==> config.mk <==
export PLATFORM = sky130hd
export DESIGN_NAME = cdb_arbiter
export DESIGN_NICKNAME = d
export VERILOG_FILES = /design/src/rtl/cdb_arbiter_pkg.sv /design/src/rtl/cdb_src_queue.sv /design/src/rtl/cdb_arbiter.sv
export SDC_FILE = /design/constraint.sdc
export NUM_CORES = 1
export LEC_CHECK = 0
export ABC_CLOCK_PERIOD_IN_PS = 7000
export BUFFER_PORTS_ARGS = -buffer_cell sky130_fd_sc_hd__buf_2
export CORE_MARGIN = 3
export CORE_UTILIZATION = 31
export DETAILED_ROUTE_END_ITERATION = 8
export REMOVE_ABC_BUFFERS = 1
export SLEW_MARGIN = 20
export SYNTH_ARGS = -nofsm -noshare
export SYNTH_HDL_FRONTEND = slang
export SYNTH_SLANG_ARGS = --single-unit
==> constraint.sdc <==
create_clock -name clk_in -period 7 [get_ports clk_in]
set_input_delay 1.05 -clock clk_in [delete_from_list [all_inputs] [get_ports clk_in]]
set_output_delay 1.05 -clock clk_in [all_outputs]
set_load 0.01 [all_outputs]
==> src/rtl/cdb_arbiter_pkg.sv <==
// Shared widths, source ids and the CDB entry payload for the common data bus arbiter.
package cdb_arbiter_pkg;

  localparam int unsigned NSRC   = 3;
  localparam int unsigned DEPTH  = 2;
  localparam int unsigned ROB_W  = 4;
  localparam int unsigned DATA_W = 32;
  localparam int unsigned SRC_W  = 2;

  typedef enum logic [SRC_W-1:0] {
    SRC_ALU = 2'd0,
    SRC_LSB = 2'd1,
    SRC_BR  = 2'd2
  } src_id_e;

  typedef struct packed {
    logic [ROB_W-1:0]  rob;
    logic [DATA_W-1:0] value;
    logic [DATA_W-1:0] aux;
  } cdb_entry_t;

endpackage

==> src/rtl/cdb_src_queue.sv <==
// Per-source result FIFO: DEPTH entries, naturally wrapping pointers, flush empties it.
module cdb_src_queue
  import cdb_arbiter_pkg::*;
#(
  parameter int unsigned DEPTH = 2
) (
  input  logic       clk_in,
  input  logic       rst_in,
  input  logic       push_i,
  input  logic       pop_i,
  input  logic       flush_i,
  input  cdb_entry_t wdata_i,
  output logic       full_c,
  output logic       empty_c,
  output cdb_entry_t head_c
);

  localparam int unsigned PTR_W = $clog2(DEPTH);
  localparam int unsigned CNT_W = PTR_W + 1;

  logic [PTR_W-1:0] head_q, head_d, tail_q, tail_d;
  logic [CNT_W-1:0] cnt_q, cnt_d;
  logic             push_ok, pop_ok;
  cdb_entry_t       mem_q [DEPTH];

  assign full_c  = (cnt_q == CNT_W'(DEPTH));
  assign empty_c = (cnt_q == '0);
  assign head_c  = mem_q[head_q];

  // Guard against overflow/underflow even if the caller misbehaves.
  assign push_ok = push_i & ~full_c & ~flush_i;
  assign pop_ok  = pop_i & ~empty_c & ~flush_i;

  always_comb begin
    head_d = head_q;
    tail_d = tail_q;
    cnt_d  = cnt_q;
    if (flush_i) begin
      head_d = '0;
      tail_d = '0;
      cnt_d  = '0;
    end else begin
      if (push_ok) tail_d = tail_q + PTR_W'(1);
      if (pop_ok)  head_d = head_q + PTR_W'(1);
      case ({push_ok, pop_ok})
        2'b10:   cnt_d = cnt_q + CNT_W'(1);
        2'b01:   cnt_d = cnt_q - CNT_W'(1);
        default: cnt_d = cnt_q;
      endcase
    end
  end

  always_ff @(posedge clk_in or negedge rst_in) begin
    if (!rst_in) begin
      head_q <= '0;
      tail_q <= '0;
      cnt_q  <= '0;
    end else begin
      head_q <= head_d;
      tail_q <= tail_d;
      cnt_q  <= cnt_d;
    end
  end

  // Storage needs no reset: it is only read while the count says non-empty.
  always_ff @(posedge clk_in) begin
    if (push_ok) mem_q[tail_q] <= wdata_i;
  end

endmodule

==> src/rtl/cdb_arbiter.sv <==
// Round-robin arbiter that drains per-source result queues onto one registered CDB.
module cdb_arbiter
  import cdb_arbiter_pkg::*;
(
  input  logic                   clk_in,
  input  logic                   rst_in,
  input  logic                   rdy_in,
  input  logic                   flush_in,
  input  logic [NSRC-1:0]        src_valid,
  input  logic [NSRC*ROB_W-1:0]  src_rob,
  input  logic [NSRC*DATA_W-1:0] src_value,
  input  logic [NSRC*DATA_W-1:0] src_aux,
  output logic [NSRC-1:0]        src_ready,
  output logic                   cdb_valid,
  output logic [ROB_W-1:0]       cdb_rob,
  output logic [DATA_W-1:0]      cdb_value,
  output logic [DATA_W-1:0]      cdb_aux,
  output logic [SRC_W-1:0]       cdb_src
);

  logic [NSRC-1:0]  full, empty, push, pop;
  cdb_entry_t       wdata [NSRC];
  cdb_entry_t       head  [NSRC];

  logic             gnt_found_c;
  logic [SRC_W-1:0] gnt_idx_c;

  logic             valid_q, valid_d;
  cdb_entry_t       out_q, out_d;
  logic [SRC_W-1:0] src_q, src_d;
  logic [SRC_W-1:0] rr_q, rr_d;

  for (genvar i = 0; i < NSRC; i++) begin : g_src
    assign wdata[i]     = {src_rob[i*ROB_W +: ROB_W], src_value[i*DATA_W +: DATA_W],
                           src_aux[i*DATA_W +: DATA_W]};
    assign src_ready[i] = ~full[i];
    assign push[i]      = rdy_in & ~flush_in & src_valid[i] & ~full[i];
    assign pop[i]       = rdy_in & ~flush_in & gnt_found_c & (gnt_idx_c == SRC_W'(i));

    cdb_src_queue #(.DEPTH(DEPTH)) u_queue (
      .clk_in  (clk_in),
      .rst_in  (rst_in),
      .push_i  (push[i]),
      .pop_i   (pop[i]),
      .flush_i (flush_in),
      .wdata_i (wdata[i]),
      .full_c  (full[i]),
      .empty_c (empty[i]),
      .head_c  (head[i])
    );
  end

  // First non-empty queue found scanning from rr_q, wrapping modulo NSRC.
  always_comb begin
    logic [SRC_W-1:0] idx;
    gnt_found_c = 1'b0;
    gnt_idx_c   = '0;
    idx         = '0;
    for (int unsigned k = 0; k < NSRC; k++) begin
      idx = SRC_W'((32'(rr_q) + k) % NSRC);
      if (!gnt_found_c && !empty[idx]) begin
        gnt_found_c = 1'b1;
        gnt_idx_c   = idx;
      end
    end
  end

  always_comb begin
    valid_d = valid_q;
    out_d   = out_q;
    src_d   = src_q;
    rr_d    = rr_q;
    if (flush_in) begin
      valid_d = 1'b0;
      rr_d    = SRC_ALU;
    end else if (rdy_in) begin
      if (gnt_found_c) begin
        valid_d = 1'b1;
        out_d   = head[gnt_idx_c];
        src_d   = gnt_idx_c;
        rr_d    = (gnt_idx_c == SRC_W'(NSRC - 1)) ? SRC_ALU : gnt_idx_c + SRC_W'(1);
      end else begin
        valid_d = 1'b0;
      end
    end
  end

  always_ff @(posedge clk_in or negedge rst_in) begin
    if (!rst_in) begin
      valid_q <= 1'b0;
      out_q   <= '0;
      src_q   <= SRC_ALU;
      rr_q    <= SRC_ALU;
    end else begin
      valid_q <= valid_d;
      out_q   <= out_d;
      src_q   <= src_d;
      rr_q    <= rr_d;
    end
  end

  assign cdb_valid = valid_q;
  assign cdb_rob   = out_q.rob;
  assign cdb_value = out_q.value;
  assign cdb_aux   = out_q.aux;
  assign cdb_src   = src_q;

endmodule

==> metrics.txt, run 1 <==
DP HPWL between 30000 and 40000 um; PD cells 355.6 nW/um^2; Fillers slightly below 6000; # H-tree levels 2; Crit path arrival time around 3500 ps; grt total ovfl 0; number of global-route vias before repair ~12000; CP endpoint kind flop; TritonCTS clock tree built; CP required about 7000 ps; Post-Syn Instances roughly 1200; flops & latches, synth ~490; die area between 60000 and 70000 sq um; Setup CP Type in2reg; Hold Crit Class in2async; Die W roughly 260 um; Initial DRC Count 600; Max Root-Sink Buffers 3; CP cell instances buf_2 -> nor2b_1 -> and2_1 -> nand2_1 -> nor2_4 -> buf_4; yosys warns 0; Worst-Margin Slew ~930 ps; post-route setup TNS 0 ps; TritonRoute pass-1 iters 4; leakage 7.935 nW; met3 GRT Util under 10%; clock sinks about 490; main combinational cell family by area after synthesis multiplexers; Worst setup SP type input pin; gpl congestion about 0.76; wirelength, routed 47900 um; # port buffers 284; layout cells sized above 1 between 30% and 40%; CTS root buf clkbuf_16; sequential fraction of the synthesis area approximately three quarters; CTS Buf Count 52; Peak Freq between 200 and 300 MHz; Post-Synth Simple-Gate Area just over 3%; Remaining DRCs 0; final setup vio count 0; Die Height between 200 and 300 um; M1 GR Usage 18.92%; skew final roughly 17 ps; Clk Latency, worst-skew pair around 590 ps; I/O Pins around 290; crit-path max FO 45; Mean Syn Cell Area approximately 17 sq um; Hold-fix buffers, CTS 0; final hold violation count 0; Mapped Area 19420 sq um; largest net degree at the start of global routing 88; Tmin final 3337 ps; max cap viols 0; Final ANT Viol Nets 0; Multi-input gate area ~4800 sq um; peak supply drop 0.0002328 V; Synth-to-Final Area Change 21.54%; met2 Resource Use GR approximately a quarter; Site Rows between 90 and 100; CP max stage cell nor2_4; RSZ-0062 raised after global routing no; post-synthesis mux area share 14.62%; dominant synthesized flop cell edfxtp_1; Post-synth EDFFs between 400 and 500; outcome complete, no violations; via count between 10000 and 15000; clock slew at reported path FFs about 60 ps; Post-Synth XOR/XNOR Area less than 1%; max-slew violation count 0; Total GRT Usage approximately 14%; final core occ around two fifths; Max stage delay on crit path 680 ps; Yosys cell types 49; Tcrit/Tclk final approximately 48%; Post-synth ARST share between 15 and 20%; Vias/cell 4.720; adder-cell share of the synthesized area 0.1932%; Synth Area in Compound Gates under 10%; Starting Density 31.42%; CTS resizes 0; register area 14390 sq um; Setup Buffers After CTS 0; slew margin rel. about two fifths; Post-layout nets 1658; wire length of the first global-routing pass a little over 70000 um; gr busiest metal met2; wire per inst roughly 20 um; Core ar. around 60000 sq um; initial antenna violation count 8
-- per-stage QoR --
| step | hold slack (ps) | setup slack (ps) | cells | power, mW | instance area, sq um |
|---|---|---|---|---|---|
| 2_1_floorplan | 503.0 | 1853 | 1088 | 4.906 | 19140 |
| 6_report | 480.0 | 3663 | 2332 | 8.394 | 23610 |
| 5_1_grt | 501.4 | 3449 | 2329 | 8.805 | 23600 |
| 3_3_place_gp | 473.8 | 2981 | 2225 | 5.677 | 21820 |
| 4_1_cts | 466.4 | 3642 | 2325 | 8.534 | 23590 |
| 3_5_place_dp | 478.8 | 3005 | 2227 | 5.711 | 21860 |
-- flip-flops by register name (all words and copies together), names as in the netlist --
signal and flops:
cdb_rob 4, g_src.u_queue.tail_q 3, cdb_value 32, g_src.u_queue.head_q 3
g_src.u_queue.cnt_q 6, cdb_valid 1, cdb_src 2, g_src.u_queue.mem_q 408
cdb_aux 32, rr_q 2
-- final timing paths --
kind | startpoint | to | slack (ps) | depth (start not counted)
worst max-delay path | flush_in | g_src[2].u_queue.mem_q[0][17] | 3660 | 6
worst max register to register | rr_q[1] | cdb_value[29] | 3690 | 8
min in group clk_in | cdb_src[1] | cdb_src[1] | 490 | 1
worst min-delay path | rst_in | cdb_value[29] | 480 | 1
worst min register to register | cdb_src[1] | cdb_src[1] | 490 | 1
max in group asynchronous | rst_in | g_src[1].u_queue.head_q | 5230 | 2
-- synthesized netlist by cell type (4+ instances only) --
cell type	count	share of area (%)
or2_2	4	0.13
nand2_1	9	0.17
and3_1	6	0.19
or3_1	4	0.13
edfxtp_1	408	63
mux2_2	69	4.0
mux2i_1	206	11
inv_1	5	0.097
buf_1	7	0.14
nor2b_1	4	0.13
buf_2	14	0.36
o22a_1	68	3.1
nand3_1	5	0.13
dfrtp_1	85	11
a21oi_1	8	0.21
nor3_1	4	0.10
clkbuf_1	47	0.91
nor2_1	79	1.5
o21ai_0	77	2.0
-- layout by cell type (no fill, tap or decap), types with 3 or more instances in the layout --
cell type / netlist / routed
edfxtp_1: 408 / 408
buf_2: 14 / 283
mux2i_1: 206 / 206
dfrtp_1: 85 / 82
o21ai_0: 77 / 77
nor2_1: 79 / 76
mux2_2: 69 / 69
o22a_1: 68 / 68
clkbuf_16: 0 / 53
buf_4: 0 / 16
clkbuf_1: 47 / 15
clkinv_1: 0 / 11
nand2_1: 9 / 9
a21oi_1: 8 / 8
diode_2: 0 / 7
bufinv_16: 0 / 6
inv_1: 5 / 5
nand3_1: 5 / 5
clkbuf_8: 0 / 5
and3_1: 6 / 4
or2_2: 4 / 4
nor3_1: 4 / 4
or3_1: 4 / 4
inv_6: 0 / 4
nor2b_1: 4 / 3
nor2_4: 0 / 3
nor4b_1: 3 / 3
a211o_1: 3 / 3
xnor2_1: 3 / 3
ha_1: 3 / 3
clkinv_2: 0 / 3
dfrtp_4: 0 / 3
-- cells by family after synthesis --
| kind of cell | after synthesis |
|---|---|
| xor+xnor | 5 |
| buf+inv | 74 |
| mux | 275 |
| flops | 493 |
| compound gates | 178 |
| simple gates | 129 |
| fa+ha+maj | 3 |
-- power breakdown --
part,total (mW),internal (mW),switching (mW)
registers,3.66,3.47,0.189
logic,1.95,0.873,1.08
clock network,2.78,1.67,1.12
total,8.39,6.01,2.39
-- routing by layer --
metal	vias up	part of all wire, %
met2	247	49
met3	69	4.4
met1	5619	44
met5	-	0.050
li1	5068	-
met4	4	2.0
-- layout make-up --
cell class              instances  share of cell area [%]
well taps                     837                   4.436
clock inverters                25                   1.182
inverters                       5                 0.07950
clock buffers                  73                   6.148
multi-input cells             590                   20.40
flip-flops and latches        493                   60.96
repair buffers                302                   6.726
diodes                          7                 0.07420
-- critical path: cells and delay by family --
kind	cells	cell delay, ps
simple gates	4	1520
buf+inv	2	840
No activity file was read; power rests on OpenSTA's default activity.
==> run 2, diff against run 1 <==
--- a/config.mk
+++ b/config.mk
@@ -5,7 +5,8 @@
 export SDC_FILE = /design/constraint.sdc
 export NUM_CORES = 1
 export LEC_CHECK = 0
-export ABC_CLOCK_PERIOD_IN_PS = 7000
+export ABC_AREA = 1
+export ABC_CLOCK_PERIOD_IN_PS = 3080
 export BUFFER_PORTS_ARGS = -buffer_cell sky130_fd_sc_hd__buf_2
 export CORE_MARGIN = 3
 export CORE_UTILIZATION = 31
==> constraint.sdc (replaced) <==
create_clock -name clk_in -period 3.08 [get_ports clk_in]
set_input_delay 0.462 -clock clk_in [delete_from_list [all_inputs] [get_ports clk_in]]
set_output_delay 0.462 -clock clk_in [all_outputs]
set_load 0.01 [all_outputs]
==> run 2 against run 1 <==
Worst hold slack worse by 420 ps. Sequential share of layout area decreased by 0.69 points. Critical path depth grew 9. Global-route usage is 2.9 points higher. Worst setup slack got worse by 3300 ps. Sequential power grew 130%. First-iteration DRC count increased by 56%. Cell count grew 20%. Die area fell by 0.42%.
==> metrics.txt, run 2 <==
outcome complete, no violations; Mean Syn Cell Area around 12 sq um; wire length of the first global-routing pass 85750 um; Tcrit/Tclk final 89.07%; R2R Setup Slk about 340 ps; Commonest cells post-synth edfxtp_1 (408), nor2_1 (360), nand2_1 (251); slew margin rel. around half; largest cells by area after synthesis edfxtp_1 (63%), dfrtp_1 (11%), nor2_1 (7.0%), nand2_1 (4.9%), a21oi_1 (3.6%); max-slew violation count 0; final hold violation count 0; reg2reg path depth 15; Remaining DRCs 0; final setup vio count 0; TritonRoute pass-1 iters 5; max FFs per register slightly above 400; Fillers 5855; sequential power share ~36%; TritonCTS clock tree built; PD cells 973.7 nW/um^2; CTS resizes 0; skew final between 15 and 20 ps; Peak Freq between 300 and 400 MHz; Hold Crit Class in2reg; RSZ-0062 raised after global routing no; CP endpoint kind flop; Core ar. 61030 sq um; Starting Density between 30% and 40%; Yosys cell types 28; Largest Register g_src.u_queue.mem_q; Post-synth ARST share approximately 17%; Initial DRC Count around 940; Worst Setup Slack, final 336.6 ps; hold path depth 1; Tmin final roughly 2700 ps; yosys warns 0; commonest non-fill, non-tap cell in the layout edfxtp_1; Comb pwr share about 36%; Crit Reg-Reg Startpoint rr_q[0]; final core occ about two fifths; Hold Crit Endpoint g_src[0].u_queue.mem_q[1][9]; Post-Syn Instances 1624; Synth-to-Final Area Change 23.47%; sw frac 38.28%; Yosys top cell area share between 60% and 70%; CTS Buf Count 53; leakage 9.277 nW; HP Start src_aux[9]; RR Endpoint g_src[0].u_queue.cnt_q[1]; flops & latches, synth 493; Site Rows 90; Final ANT Viol Nets 0; sequential fraction of the synthesis area around three quarters; largest net degree at the start of global routing 69; peak supply drop roughly 0.00076 V; dpl ws roughly 360 ps; Post-synth EDFFs about 400; Die Height ~260 um; Crit path arrival time 3200 ps; Worst setup SP type flop; # port buffers 284; Clk Latency, worst-skew pair between 500 and 600 ps; CTS root buf clkbuf_16; number of global-route vias before repair approximately 14000; Switch Pwr around 8.9 mW; wire per inst 20.53 um; Vias/cell between 4 and 5; most frequent cells in the layout edfxtp_1 (408), nor2_1 (354), buf_2 (283); clock sinks between 400 and 500; post-route setup TNS 0 ps; gpl congestion 0.8150; Post-layout nets ~2100; Synth area leader edfxtp_1; wirelength, routed about 58000 um; max cap viols 0; grt total ovfl 0; Worst-Margin Slew 747.5 ps; Clk pwr share between 20% and 30%; I/O Pins roughly 290; dominant synthesized flop cell edfxtp_1; Int Pwr roughly 14 mW; most common cell in the netlist edfxtp_1; initial antenna violation count 14; via count 13420; Pwr Total 23.25 mW; crit-path max FO 24; CP required between 3000 and 4000 ps; DP HPWL 36410 um; Setup CP Type reg2reg; Max Root-Sink Buffers 3; # H-tree levels 2; Mapped Area ~19000 sq um; Total GRT Usage 17.29%; Die W approximately 260 um; clock slew at reported path FFs ~60 ps; layout cells sized above 1 between 20% and 30%; die area 65420 sq um
==> run 2: changes by cell type after synthesis, moves of 8 or more <==
| cell | previous run | this run |
|---|---|---|
| inv_1 | 5 | 21 |
| clkbuf_1 | 47 | 58 |
| nand3_1 | 5 | 82 |
| o22a_1 | 68 | 0 |
| o21ai_0 | 77 | 101 |
| a21oi_1 | 8 | 140 |
| mux2i_1 | 206 | 0 |
| buf_2 | 14 | 25 |
| mux2_2 | 69 | 0 |
| inv_2 | 0 | 8 |
| nand2_1 | 9 | 251 |
| nor2_1 | 79 | 360 |
| o21ai_1 | 1 | 43 |
==> run 2: power groups by stage <==
stage | Sequential [mW] | Clock [mW] | Combinational [mW]
final | 8.47 | 6.37 | 8.42
after detailed placement | 8.59 | 0 | 8.52
after global routing | 8.54 | 6.82 | 9.34
after floorplan | 8.86 | 0 | 4.22
after CTS | 8.47 | 6.54 | 8.54
after global placement | 8.58 | 0 | 8.36
==> run 2: logic make-up (layout without fill, tap and decap cells) <==
| logic type | after synthesis | after routing | share of synthesized area (%) |
|---|---|---|---|
| simple gates | 719 | 719 | 15.08 |
| flops | 493 | 493 | 74.35 |
| compound gates | 288 | 288 | 7.544 |
| buf+inv | 119 | 464 | 2.743 |
| fa+ha+maj | 3 | 3 | 0.1941 |
| xor+xnor | 2 | 2 | 0.09059 |
| other cells | 0 | 4 | 0 |
==> run 2: worst max-delay path by stage <==
stage / from / end / slack [ps] / depth (start not counted)
2_1_floorplan: rdy_in / g_src[2].u_queue.mem_q[1][0] / -1150 / 4
3_3_place_gp: rr_q[0] / g_src[0].u_queue.cnt_q[1] / 440 / 15
3_5_place_dp: rr_q[0] / g_src[0].u_queue.cnt_q[1] / 360 / 15
4_1_cts: rr_q[0] / g_src[0].u_queue.cnt_q[1] / 340 / 15
5_1_grt: rr_q[0] / g_src[0].u_queue.cnt_q[1] / 110 / 15
6_report: rr_q[0] / g_src[0].u_queue.cnt_q[1] / 340 / 15
==> run 2: metal layers <==
metal	GRT usage, %	part of all wire, %	vias up
met2	28.88	48	454
li1	-	-	6252
met3	4.235	7.1	98
met4	4.023	1.9	20
met5	0	0.24	-
met1	22.79	43	6596
==> run 2: per-stage QoR <==
step | hold WS, ps | std cells | instance area (sq um)
global placement | 470.9 | 2698 | 22100
floorplan | 166.4 | 1534 | 18920
detailed placement | 490.8 | 2698 | 22100
CTS | 10.37 | 2797 | 23870
global route | 17.26 | 2798 | 23870
finish | 57.50 | 2801 | 23880
==> run 2: timing repair <==
action | CTS | global route
hold buffers | 1 | 0
hold endpoints to repair | 39 | 0
buffers inserted | 0 | 0
==> run 2: layout make-up <==
type | count | area (sq um) | area share (%)
Sequential cell | 493 | 14390 | 60.26
Multi-Input combinational cell | 1012 | 4483 | 18.77
Timing Repair Buffer | 337 | 2087 | 8.740
Clock buffer | 71 | 1496 | 6.267
Tap cell | 828 | 1036 | 4.338
Clock inverter | 27 | 259.0 | 1.085
Inverter | 29 | 117.6 | 0.4925
Antenna cell | 4 | 10.01 | 0.04192
==> run 2: worst max-delay path, stage by stage, from the launching register on <==
cell      delay (ps)
dfrtp_1          360
inv_1             70
ha_1             360
inv_2            110
nand2_1           80
nand3_1          100
nand2_1           90
inv_2            140
nand3b_1         240
nand2_4          180
buf_4            340
nor2_2           120
nand3_1          150
nand2_1          110
nand3_1           90
nand3_1           70
==> run 3, diff against run 2 <==
--- a/config.mk
+++ b/config.mk
@@ -11,6 +11,7 @@
 export CORE_MARGIN = 3
 export CORE_UTILIZATION = 31
 export DETAILED_ROUTE_END_ITERATION = 8
+export HOLD_SLACK_MARGIN = 0.08
 export REMOVE_ABC_BUFFERS = 1
 export SLEW_MARGIN = 20
 export SYNTH_ARGS = -nofsm -noshare
==> run 3 against run 2 <==
Clock skew up 1.8 ps. Critical endpoint unchanged. Largest cell class unchanged. First-iteration DRC count up 16%. Sequential share of layout area decreased by 4.7 points. Worst setup slack better by 1.8 ps. Design area is 8.5% higher. Core utilization up 3.3 points.
==> metrics.txt, run 3 (synthesis results as in run 2) <==
outcome complete, no violations; sequential power share between 30% and 40%; Largest Register g_src.u_queue.mem_q; CTS resizes 0; Initial DRC Count about 1100; Synth-to-Final Area Change 33.99%; # port buffers 284; Setup Buffers After CTS 0; number of global-route vias before repair between 10000 and 15000; dpl ws 363.8 ps; Core ar. roughly 61000 sq um; via count 14370; Int Pwr 14.52 mW; Clk pwr share 27.1%; Vias/cell about 4.8; layout cells sized above 1 between 20% and 30%; CP cell instances inv_1 -> ha_1 -> inv_2 -> nand2_1 -> nand3_1 -> nand2_1 -> inv_2 -> nand3b_1 -> nand2_4 -> buf_4 -> nor2_2 -> nand3_1 -> nand2_1 -> nand3_1 -> nand3_1; max cap viols 0; Worst setup SP type flop; final hold violation count 0; wirelength, routed between 60000 and 70000 um; Pwr Total around 24 mW; hold path depth 4; Hold Crit Endpoint cdb_valid; commonest non-fill, non-tap cell in the layout edfxtp_1; Crit path arrival time 3200 ps; leakage ~10 nW; delay-heaviest family, CP simple AND/OR/NAND/NOR gates; CP most frequent cell nand3_1; Switch Pwr ~9 mW; Site Rows 90; Clk Latency, worst-skew pair between 500 and 600 ps; crit-path max FO 24; Crit Reg-Reg Startpoint rr_q[0]; Tmin final roughly 2700 ps; CTS Buf Count 53; worst path bufs/invs 4; skew final 19.53 ps; Hold-fix buffers, CTS approximately 200; initial antenna violation count 6; R2R Setup Slk about 340 ps; # H-tree levels 2; TritonCTS clock tree built; Peak Freq around 360 MHz; die area 65420 sq um; RSZ-0062 raised after global routing no; reg2reg path depth 15; Remaining DRCs 0; wire per inst around 20 um; most frequent cells in the layout edfxtp_1 (408), nor2_1 (354), buf_2 (283); post-route setup TNS 0 ps; Final ANT Viol Nets 0; CTS root buf clkbuf_16; RR Endpoint g_src[0].u_queue.cnt_q[1]; slew margin rel. around half; CP max stage cell dfrtp_1; max FFs per register ~410; Comb pwr share a little under two fifths; HP Start rdy_in; Setup CP Type reg2reg; Max stage delay on crit path 360 ps; Die W 255.8 um; Max Root-Sink Buffers 3; peak supply drop ~0.00075 V; DP HPWL between 30000 and 40000 um; Total GRT Usage 18.15%; clock sinks 493; gpl congestion around 0.82; Hold Crit Class in2reg; clock slew at reported path FFs ~70 ps; I/O Pins ~290; TritonRoute pass-1 iters 5; Tcrit/Tclk final between 80% and 90%; CP Launch Point rr_q[0]; PD cells 907.3 nW/um^2; Worst-Margin Slew approximately 760 ps; sw frac 38.25%; CP required ~3500 ps; largest net degree at the start of global routing 69; Die Height 255.8 um; Post-layout nets approximately 2300; CP endpoint kind flop; grt total ovfl 0; wire length of the first global-routing pass ~90000 um; max-slew violation count 0; final setup vio count 0; Worst Setup Slack, final ~340 ps; Starting Density between 30% and 40%
run 3: layout make-up:
| cell class | count | area (sq um) |
|---|---|---|
| tap | 828 | 1036 |
| timing repair buffer | 541 | 4129 |
| clock inverter | 27 | 259.0 |
| inverter | 29 | 117.6 |
| fill | 5655 | 35120 |
| multi-input combinational | 1012 | 4483 |
| sequential | 493 | 14390 |
| clock buffer | 71 | 1496 |
| antenna | 1 | 2.502 |
run 3: worst min-delay path, stage by stage:
cell and delay, ps:
buf_2 100, inv_1 50, nand3_1 70, nand2_1 50
run 3: power by group through the flow:
stage	Combinational [mW]	Clock, mW	Sequential, mW
CTS	8.75	6.54	8.47
detailed placement	8.52	0	8.59
global route	9.59	6.80	8.54
finish	8.67	6.37	8.47
floorplan	4.22	0	8.86
global placement	8.36	0	8.58
run 3: how the worst max path moves through the flow:
stage / endpoint / slack, ps / cells after the start
detailed placement: g_src[0].u_queue.cnt_q[1] / 360 / 15
global placement: g_src[0].u_queue.cnt_q[1] / 440 / 15
floorplan: g_src[2].u_queue.mem_q[1][0] / -1150 / 4
global route: g_src[0].u_queue.cnt_q[1] / 110 / 15
finish: g_src[0].u_queue.cnt_q[1] / 340 / 15
CTS: g_src[0].u_queue.cnt_q[1] / 340 / 15
run 3: layer usage:
metal  wire [um]  part of all wire [%]  global-route usage [%]  vias to the layer above
met5          53                 0.088                       0                        -
met4        1345                   2.2                   4.625                       10
met3        3841                   6.4                   3.562                      103
met2       29280                    49                   31.01                      548
met1       25800                    43                   23.75                     7057
li1            -                     -                       -                     6650
run 3: through the flow:
| step | util (%) | area [sq um] | hold slack, ps | std cells |
|---|---|---|---|---|
| 6_report | 42.46 | 25910 | 193.9 | 3002 |
| 5_1_grt | 42.45 | 25910 | 168.0 | 3001 |
| 4_1_cts | 42.45 | 25910 | 139.0 | 3001 |
| 3_5_place_dp | 36.22 | 22100 | 490.8 | 2698 |
| 3_3_place_gp | 36.22 | 22100 | 470.9 | 2698 |
| 2_1_floorplan | - | 18920 | 166.4 | 1534 |
